[src/rtl/jtdd_romarb.sv]
// ---------------------------------------------------------------------------
// jtdd_romarb
// Shares one SDRAM ROM read port between three CPU clients:
//   client 0 = main 6809 (banked program ROM)
//   client 1 = MCU program ROM
//   client 2 = sound CPU program ROM
// Each client sees a plain cs/addr -> data/ok ROM interface. A one-word
// (16-bit) cache per client serves both bytes of the last fetched word, so
// sequential byte fetches only go to SDRAM once per word.
//
// Ports
//   clk, rst               system clock, synchronous active-high reset
//   downloading            ROM download in progress: flush caches, no fetches
//   main_cs/addr/data/ok   main CPU byte port   (AW0-bit byte address)
//   mcu_cs/addr/data/ok    MCU byte port        (AW1-bit byte address)
//   snd_cs/addr/data/ok    sound CPU byte port  (AW2-bit byte address)
//   sdram_req/addr         word read request, held until sdram_ack
//   sdram_ack              one-cycle pulse, request accepted
//   data_rdy/sdram_dout    one-cycle pulse with the read word
// ---------------------------------------------------------------------------
module jtdd_romarb #(
    parameter int          AW0     = 18,
    parameter int          AW1     = 14,
    parameter int          AW2     = 15,
    parameter logic [21:0] OFFSET1 = 22'h10_0000,
    parameter logic [21:0] OFFSET2 = 22'h11_0000
) (
    input  logic           clk,
    input  logic           rst,
    input  logic           downloading,

    input  logic           main_cs,
    input  logic [AW0-1:0] main_addr,
    output logic [7:0]     main_data,
    output logic           main_ok,

    input  logic           mcu_cs,
    input  logic [AW1-1:0] mcu_addr,
    output logic [7:0]     mcu_data,
    output logic           mcu_ok,

    input  logic           snd_cs,
    input  logic [AW2-1:0] snd_addr,
    output logic [7:0]     snd_data,
    output logic           snd_ok,

    output logic           sdram_req,
    output logic [21:0]    sdram_addr,
    input  logic           sdram_ack,
    input  logic           data_rdy,
    input  logic [15:0]    sdram_dout
);

    // Common tag width: the widest client word address.
    localparam int AW01 = (AW0 > AW1) ? AW0 : AW1;
    localparam int AWM  = (AW01 > AW2) ? AW01 : AW2;
    localparam int TW   = AWM - 1;

    typedef enum logic [1:0] {
        ST_IDLE     = 2'd0,
        ST_WAIT_ACK = 2'd1,
        ST_WAIT_RDY = 2'd2
    } state_t;

    state_t               state_r;
    state_t               state_nx_s;

    logic [2:0]           cs_s;
    logic [2:0][TW-1:0]   word_s;
    logic [2:0]           hit_s;
    logic [2:0]           miss_s;

    logic [2:0]           valid_r;
    logic [2:0][TW-1:0]   tag_r;
    logic [2:0][15:0]     data_r;

    logic [1:0]           gnt_r;
    logic [1:0]           last_grant_r;
    logic [TW-1:0]        ftag_r;

    logic [2:0]           pick_s;
    logic                 pick_valid_s;
    logic [1:0]           pick_idx_s;
    logic [TW-1:0]        pick_word_s;

    logic                 start_s;
    logic                 fill_s;

    // Round-robin pick: scan clients starting after 'last' in order 0,1,2.
    // Returns {found, index}.
    function automatic logic [2:0] rr_pick(input logic [1:0] last, input logic [2:0] req);
        logic [1:0] c;
        logic [2:0] res;
        res = 3'b000;
        c   = last;
        for (int k = 0; k < 3; k++) begin
            c = (c == 2'd2) ? 2'd0 : (c + 2'd1);
            if (req[c] && !res[2]) begin
                res = {1'b1, c};
            end else begin
                res = res;
            end
        end
        return res;
    endfunction

    // Map a client word address into the shared SDRAM word space (mod 2^22).
    function automatic logic [21:0] sdram_word(input logic [1:0] client, input logic [TW-1:0] word);
        logic [21:0] ext;
        logic [21:0] res;
        ext = 22'(word);
        case (client)
            2'd0:    res = ext;
            2'd1:    res = ext + OFFSET1;
            default: res = ext + OFFSET2;
        endcase
        return res;
    endfunction

    // Collect the client ports into indexable vectors of word addresses.
    always_comb begin
        cs_s      = {snd_cs, mcu_cs, main_cs};
        word_s    = '0;
        word_s[0] = TW'(main_addr[AW0-1:1]);
        word_s[1] = TW'(mcu_addr[AW1-1:1]);
        word_s[2] = TW'(snd_addr[AW2-1:1]);
    end

    // Cache lookup: a hit needs a valid line whose tag matches the current word.
    always_comb begin
        hit_s  = 3'b000;
        miss_s = 3'b000;
        for (int n = 0; n < 3; n++) begin
            hit_s[n]  = cs_s[n] & valid_r[n] & (tag_r[n] == word_s[n]);
            miss_s[n] = cs_s[n] & ~hit_s[n];
        end
    end

    // Arbitration among missing clients and the word address of the winner.
    always_comb begin
        pick_s       = rr_pick(last_grant_r, miss_s);
        pick_valid_s = pick_s[2];
        pick_idx_s   = pick_s[1:0];
        pick_word_s  = word_s[0];
        case (pick_idx_s)
            2'd0:    pick_word_s = word_s[0];
            2'd1:    pick_word_s = word_s[1];
            default: pick_word_s = word_s[2];
        endcase
    end

    // FSM state register.
    always_ff @(posedge clk) begin
        if (rst) begin
            state_r <= ST_IDLE;
        end else begin
            state_r <= state_nx_s;
        end
    end

    // FSM next-state logic. A download aborts a pending request but a
    // request already accepted must still see its data_rdy before idling.
    always_comb begin
        state_nx_s = state_r;
        case (state_r)
            ST_IDLE: begin
                if (pick_valid_s && !downloading) begin
                    state_nx_s = ST_WAIT_ACK;
                end else begin
                    state_nx_s = ST_IDLE;
                end
            end
            ST_WAIT_ACK: begin
                if (downloading) begin
                    state_nx_s = ST_IDLE;
                end else if (sdram_ack) begin
                    // ack and rdy together: the word is already here
                    state_nx_s = data_rdy ? ST_IDLE : ST_WAIT_RDY;
                end else begin
                    state_nx_s = ST_WAIT_ACK;
                end
            end
            ST_WAIT_RDY: begin
                if (data_rdy) begin
                    state_nx_s = ST_IDLE;
                end else begin
                    state_nx_s = ST_WAIT_RDY;
                end
            end
            default: begin
                state_nx_s = ST_IDLE;
            end
        endcase
    end

    // FSM outputs: start of a fetch and the cache fill strobe.
    always_comb begin
        start_s = 1'b0;
        fill_s  = 1'b0;
        case (state_r)
            ST_IDLE: begin
                start_s = pick_valid_s & ~downloading;
            end
            ST_WAIT_ACK: begin
                fill_s = ~downloading & sdram_ack & data_rdy;
            end
            ST_WAIT_RDY: begin
                fill_s = ~downloading & data_rdy;
            end
            default: begin
                start_s = 1'b0;
                fill_s  = 1'b0;
            end
        endcase
    end

    // SDRAM request, grant bookkeeping and cache line updates.
    always_ff @(posedge clk) begin
        if (rst) begin
            sdram_req    <= 1'b0;
            sdram_addr   <= 22'd0;
            gnt_r        <= 2'd0;
            last_grant_r <= 2'd2;
            ftag_r       <= '0;
            valid_r      <= 3'b000;
            tag_r        <= '0;
            data_r       <= '0;
        end else begin
            sdram_req <= (state_nx_s == ST_WAIT_ACK);
            if (start_s) begin
                gnt_r      <= pick_idx_s;
                ftag_r     <= pick_word_s;
                sdram_addr <= sdram_word(pick_idx_s, pick_word_s);
            end else begin
                gnt_r      <= gnt_r;
                ftag_r     <= ftag_r;
                sdram_addr <= sdram_addr;
            end
            // The fill stores the fetched tag, not the current address, so a
            // client that moved during the fetch simply misses again.
            for (int n = 0; n < 3; n++) begin
                if (downloading) begin
                    valid_r[n] <= 1'b0;
                end else if (fill_s && (gnt_r == 2'(n))) begin
                    valid_r[n] <= 1'b1;
                    tag_r[n]   <= ftag_r;
                    data_r[n]  <= sdram_dout;
                end else begin
                    valid_r[n] <= valid_r[n];
                end
            end
            if (fill_s) begin
                last_grant_r <= gnt_r;
            end else begin
                last_grant_r <= last_grant_r;
            end
        end
    end

    // Client byte outputs: ok follows the hit in the same cycle.
    always_comb begin
        main_ok = hit_s[0];
        mcu_ok  = hit_s[1];
        snd_ok  = hit_s[2];
        if (main_addr[0]) begin
            main_data = data_r[0][15:8];
        end else begin
            main_data = data_r[0][7:0];
        end
        if (mcu_addr[0]) begin
            mcu_data = data_r[1][15:8];
        end else begin
            mcu_data = data_r[1][7:0];
        end
        if (snd_addr[0]) begin
            snd_data = data_r[2][15:8];
        end else begin
            snd_data = data_r[2][7:0];
        end
    end

endmodule
[config.mk]
export PLATFORM = sky130hd
export DESIGN_NAME = jtdd_romarb
export DESIGN_NICKNAME = d
export VERILOG_FILES = /design/src/rtl/jtdd_romarb.sv
export SDC_FILE = /design/constraint.sdc
export NUM_CORES = 1
export LEC_CHECK = 0
export ABC_CLOCK_PERIOD_IN_PS = 3730
export CORE_AREA = 4 4 93 130
export CTS_CLUSTER_SIZE = 40
export DETAILED_ROUTE_END_ITERATION = 10
export DIE_AREA = 0 0 97 134
export PLACE_DENSITY = 0.83
export SYNTH_ARGS = -nofsm -noshare
export SYNTH_HDL_FRONTEND = slang
export SYNTH_SLANG_ARGS = --single-unit
[constraint.sdc]
create_clock -name clk -period 3.73 [get_ports clk]
set_input_delay 0.373 -clock clk [delete_from_list [all_inputs] [get_ports clk]]
set_output_delay 0.373 -clock clk [all_outputs]
set_load 0.1 [all_outputs]
==> impl_metrics.csv, run 1 <==
group,metric,value,unit
setup_path,required,4.00,ns
layout,syn_to_final_growth,28.4,%
clocking,cts_root_buffer,"clkbuf_16",
clocking,cts_repair_resize_count,0,
logic_synthesis,synthFlopType,"dfxtp_1",
floorplan,fp-row-count,45,
logic_synthesis,synth_seq_area_share,0.438,
floorplan,die_w,97,um
logic_synthesis,synth_largest_area_cell,"dfxtp_1",
sta,finalHoldViolations,0,
detailed_routing,ant_nets,0,
clocking,post_cts_buffers,0,
sta,finalClockSkew,0.0102,ns
setup_path,end_kind,"flip-flop",
floorplan,dieArea,13000,um^2
clocking,postCtsHoldBufs,0,
power_and_ir_drop,p_leak,0.00273,uW
power_and_ir_drop,powerDensity,482,nW/um^2
setup_path,cp-start-kind,"input pin",
global_route,gr-usage-met2,0.510,
logic_synthesis,synth_area_leaders,"dfxtp_1 (44%), nand2_1 (13%), a21oi_1 (9.2%)",
job,max_cap_viol_count,0,
sta,max_freq,357,MHz
global_route,grt_pass1_vias,5586,
logic_synthesis,synth-async-reset-ratio,0,
layout,layout-drive-gt1-share,0.132,
sta,worst_pin_slew,0.987,ns
clocking,path_clk_slew,0.06,ns
placement,gp_congestion,0.944,
global_route,gr-total-overflow,0,
placement,placed_cells,922,
layout,antenna_cells,0,
layout,nets,875,
sta,slew_headroom,0.340,
logic_synthesis,ys_warn_count,0,
placement,place_hpwl,12900,um
layout,ff_latch_area,2580,um^2
global_route,grt_use_total,0.281,
logic_synthesis,syn_area,5900,um^2
layout,nFillCells,840,
setup_path,path_class,"in2reg",
layout,final_common_cell,"nand2_1",
sta,hold-worst-slack,0.452,ns
setup_path,arrival,3.08,ns
detailed_routing,drc,0,
floorplan,die_h,134,um
sta,tns,0,ns
detailed_routing,first_iter_violations,395,
detailed_routing,first_pass_iters,5,
clocking,cts_tree,"built",
global_route,gr-usage-met1,0.285,
logic_synthesis,yosysTopAreaCellShare,0.438,
global_route,antenna_found_initial,0,
logic_synthesis,syn_inst,716,
power_and_ir_drop,power.total,3660,uW
floorplan,io_pins,121,
clocking,clockBufferDepth,2,
global_route,use_met3,0.0734,
sta,period_minus_slack,2.80,ns
logic_synthesis,yosys.cell_types.count,48,
sta,setup_violations,0,
clocking,h-tree-depth,4,
placement,numPortBuffers,117,
sta,drv_slew,0,
run_status,status,"complete, no violations",
logic_synthesis,synth_edf_count,0,
detailed_routing,vias,5596,
setup_path,path_max_fanout,21,
logic_synthesis,avgSynthCellArea,8.24,um^2
global_route,top_usage_layer,"met2",
clocking,cts_buffers,17,
layout,fin_cells,954,
clocking,clkLatencyLatePin,0.42,ns
power_and_ir_drop,vdd_drop_max,0.307,mV
detailed_routing,vias_per_cell,5.87,
hold_path,hold_class,"reg2reg",
sta,rsz0062_at_grt,"no",
floorplan,core_area,10900,um^2
layout,final_cell_mix,"nand2_1 (209), dfxtp_1 (129), a21oi_1 (109), clkdlybuf4s50_1 (89), buf_4 (38)",
global_route,grt_pass1_wl,28900,um
detailed_routing,wirelength,18300,um
floorplan,initial_core_util,0.543,
clocking,numClockSinks,129,
global_route,grt_max_degree,81,
detailed_routing,wire_per_inst,19.2,um
layout,multi_input_area,2980,um^2
sta,period_share,0.752,
logic_synthesis,synth_seq_cells,129,
==> per-stage QoR <==
step	instance area [um^2]	worst slack [ns]	utilization
2_1_floorplan	5910	0.0870	-
5_1_grt	7580	0.723	0.697
6_report	7580	0.925	0.697
3_5_place_dp	6960	0.563	0.640
4_1_cts	7580	0.978	0.697
3_3_place_gp	6960	0.750	0.640
==> power by group <==
| group | switching [uW] | leakage, uW | internal (uW) |
|---|---|---|---|
| registers | 41.1 | 0.00104 | 1400 |
| clock network | 627 | 0.000295 | 1120 |
| logic | 307 | 0.00139 | 154 |
==> critical path: stages <==
cell	delay (ns)
clkdlybuf4s50_1	0.53
and4bb_1	0.22
nand4_1	0.11
nor4_2	0.48
nor2b_1	0.21
o32ai_4	0.56
buf_4	0.34
nand3b_1	0.15
a31oi_1	0.11
==> registers in the layout (all words and copies together) (netlist names) <==
register      count
sdram_addr        3
valid_r           3
tag_r            51
data_r           48
sdram_req         1
gnt_r             2
ftag_r           17
state_r           2
last_grant_r      2
==> area by class of cell <==
cell class / instances / share of cell area
repair buffers: 129 / 0.159
clock inverters: 12 / 0.0243
flip-flops and latches: 129 / 0.341
multi-input cells: 518 / 0.393
well taps: 141 / 0.0233
inverters: 5 / 0.00248
clock buffers: 20 / 0.0576
==> synth_stat cells (5+ instances only) <==
| cell type | count |
|---|---|
| clkbuf_1 | 42 |
| nor2_1 | 10 |
| buf_4 | 20 |
| nand3b_1 | 14 |
| nor4_1 | 11 |
| dfxtp_1 | 129 |
| xor2_1 | 27 |
| nand2_1 | 209 |
| a31oi_1 | 15 |
| xnor2_1 | 17 |
| nand4b_1 | 5 |
| a21oi_1 | 109 |
| o21ai_0 | 16 |
| mux2_2 | 24 |
| a32oi_1 | 13 |
==> final timing paths <==
path,start,cells after the start,slack [ns],to
setup / recovery,mcu_cs,9,0.93,ftag_r[1]$_SDFFE_PP0P_
hold / removal,data_r[45]$_SDFFE_PP0P_,2,0.45,data_r[45]$_SDFFE_PP0P_
setup reg to reg,tag_r[31]$_SDFFE_PP0P_,8,1.06,ftag_r[1]$_SDFFE_PP0P_
hold reg to reg,data_r[45]$_SDFFE_PP0P_,2,0.45,data_r[45]$_SDFFE_PP0P_
==> layer usage <==
layer | up-vias | routed length (um)
met5 | - | 0
met4 | 0 | 1100
met3 | 71 | 1230
met2 | 282 | 9530
met1 | 2652 | 6430
li1 | 2591 | -
==> cells by family (layout without fill, tap and decap cells) <==
group,Yosys count,in the layout,synth area share
buf+inv,71,166,0.0619
mux,25,25,0.0475
flops,129,129,0.438
compound gates,165,165,0.165
other cells,1,3,0.000636
simple gates,277,277,0.213
xor+xnor,44,44,0.0653
fa+ha+maj,4,4,0.00848
Power figures use the tool's default switching activity.
==> inputs of run 2 (changes only) <==
==> config.mk (replaced) <==
export PLATFORM = sky130hd
export DESIGN_NAME = jtdd_romarb
export DESIGN_NICKNAME = d
export VERILOG_FILES = /design/src/rtl/jtdd_romarb.sv
export SDC_FILE = /design/constraint.sdc
export NUM_CORES = 1
export LEC_CHECK = 0
export ABC_CLOCK_PERIOD_IN_PS = 2400
export CORE_AREA = 4 4 101 141
export CTS_CLUSTER_SIZE = 40
export DETAILED_ROUTE_END_ITERATION = 10
export DIE_AREA = 0 0 105 145
export PLACE_DENSITY = 0.75
export SYNTH_ARGS = -nofsm -noshare
export SYNTH_HDL_FRONTEND = slang
export SYNTH_SLANG_ARGS = --single-unit
==> constraint.sdc (replaced) <==
create_clock -name clk -period 2.4 [get_ports clk]
set_input_delay 0.24 -clock clk [delete_from_list [all_inputs] [get_ports clk]]
set_output_delay 0.24 -clock clk [all_outputs]
set_load 0.1 [all_outputs]
==> impl_metrics.csv, run 2 (synthesized netlist as in run 1, its figures left out) <==
group,metric,value,unit
detailed_routing,ant_nets,0,
sta,slew_headroom,0.414,
detailed_routing,wirelength,20000,um
sta,finalHoldViolations,0,
layout,layout-drive-gt1-share,0.224,
sta,period_minus_slack,2.41,ns
sta,worst_pin_slew,0.879,ns
layout,largestRegisters,"tag_r (51), data_r (48), ftag_r (17)",
sta,hold-worst-slack,0.323,ns
detailed_routing,vias,5704,
power_and_ir_drop,vdd_drop_max,0.387,mV
power_and_ir_drop,p_leak,0.00312,uW
global_route,grt_max_degree,84,
global_route,grt_pass1_wl,30400,um
floorplan,fp-row-count,49,
placement,numPortBuffers,117,
floorplan,die_w,105,um
setup_path,cp-start-kind,"flip-flop",
floorplan,die_h,145,um
layout,antenna_cells,0,
detailed_routing,drc,0,
detailed_routing,vias_per_cell,5.64,
floorplan,initial_core_util,0.458,
sta,drv_slew,0,
setup_path,arrival,2.70,ns
clocking,cts_buffers,17,
setup_path,end_kind,"flip-flop",
sta,final.setup.worst_slack,-0.0142,ns
global_route,antenna_found_initial,0,
layout,final_cell_mix,"nand2_1 (209), dfxtp_1 (128), a21oi_1 (109), buf_4 (77), clkdlybuf4s50_1 (69)",
job,max_cap_viol_count,0,
placement,place_area,7550,um^2
setup_path,path_max_fanout,26,
clocking,clkLatencyLatePin,0.41,ns
detailed_routing,first_iter_violations,391,
detailed_routing,wire_per_inst,19.7,um
layout,syn_to_final_growth,42.1,%
global_route,grt_pass1_vias,5826,
clocking,clockBufferDepth,2,
sta,period_share,1.01,
layout,largest_reg_flops,51,
sta,setup_violations,1,
clocking,path_clk_slew,0.06,ns
sta,rsz0062_at_grt,"yes",
setup_path,r2r_slack,-0.01,ns
floorplan,core_area,12900,um^2
run_status,status,"finished, violations left",
sta,max_freq,414,MHz
global_route,gr-total-overflow,0,
setup_path,required,2.69,ns
power_and_ir_drop,powerDensity,695,nW/um^2
placement,placed_cells,978,
layout,fin_cells,1012,
layout,final_common_cell,"nand2_1",
detailed_routing,first_pass_iters,7,
placement,gp_congestion,0.942,
floorplan,io_pins,121,
floorplan,dieArea,15200,um^2
layout,design_area,8380,um^2
clocking,h-tree-depth,4,
hold_path,hold_class,"in2reg",
sta,finalClockSkew,0.0101,ns
placement,place_hpwl,14300,um
setup_path,path_class,"reg2reg",
clocking,cts_root_buffer,"clkbuf_16",
clocking,numClockSinks,129,
layout,regMostFlops,"tag_r",
layout,utilization,0.651,
power_and_ir_drop,power.total,5830,uW
global_route,grt_use_total,0.254,
layout,nFillCells,1045,
run_status,violations,"setup timing",
layout,nets,922,
clocking,cts_tree,"built",
run 2: routing by layer:
metal	track usage	up-vias	part of all wire
met5	0	-	0
met1	0.274	2687	0.36
met3	0.0476	68	0.058
li1	-	2689	-
met2	0.458	260	0.52
met4	0.146	0	0.056
run 2: final timing paths:
check | cells after the start | end | from
hold reg to reg | 2 | data_r[28]$_SDFFE_PP0P_ | data_r[28]$_SDFFE_PP0P_
setup reg to reg | 8 | ftag_r[5]$_SDFFE_PP0P_ | tag_r[50]$_SDFFE_PP0P_
setup / recovery | 8 | ftag_r[5]$_SDFFE_PP0P_ | tag_r[50]$_SDFFE_PP0P_
hold / removal | 3 | last_grant_r[0]$_SDFFE_PP0P_ | rst
run 2: where the power goes:
part / internal (uW) / total, uW / switching [uW] / leakage (uW)
clock network: 1790 / 2750 / 960 / 0.000298
registers: 2180 / 2250 / 69.0 / 0.00104
logic: 307 / 826 / 518 / 0.00178
total: 4280 / 5830 / 1550 / 0.00312
run 2: cell type report:
type,count,area [um^2],area share
Clock buffer,19,453,0.0540
Clock inverter,12,181,0.0216
Inverter,5,18.8,0.00224
Multi-Input combinational cell,518,3110,0.371
Sequential cell,129,2580,0.308
Tap cell,153,191,0.0228
Timing Repair Buffer,176,1850,0.220
run 2: critical path, cell delays in order (launching register included):
cell and delay, ns:
dfxtp_2 0.32, or4b_4 0.55, nor4_4 0.32, a41o_4 0.29, or2_4 0.15, o32ai_4 0.10, buf_12 0.18, a32oi_2 0.25
a31oi_1 0.12
run 2: timing repair:
action	4_1_cts	5_1_grt
gates resized for setup	6	22
buffers inserted	1	0
pin swaps	1	3
endpoints found under the setup margin	6	17
hold buffers	0	0
gates cloned	0	2
run 2: per-stage QoR:
stage               setup WS (ns)  setup TNS, ns
floorplan                  -0.457          -9.81
global placement           -0.273          -2.34
detailed placement         -0.289          -3.58
CTS                       0.00497              0
global route              -0.0488         -0.497
finish                    -0.0142        -0.0142
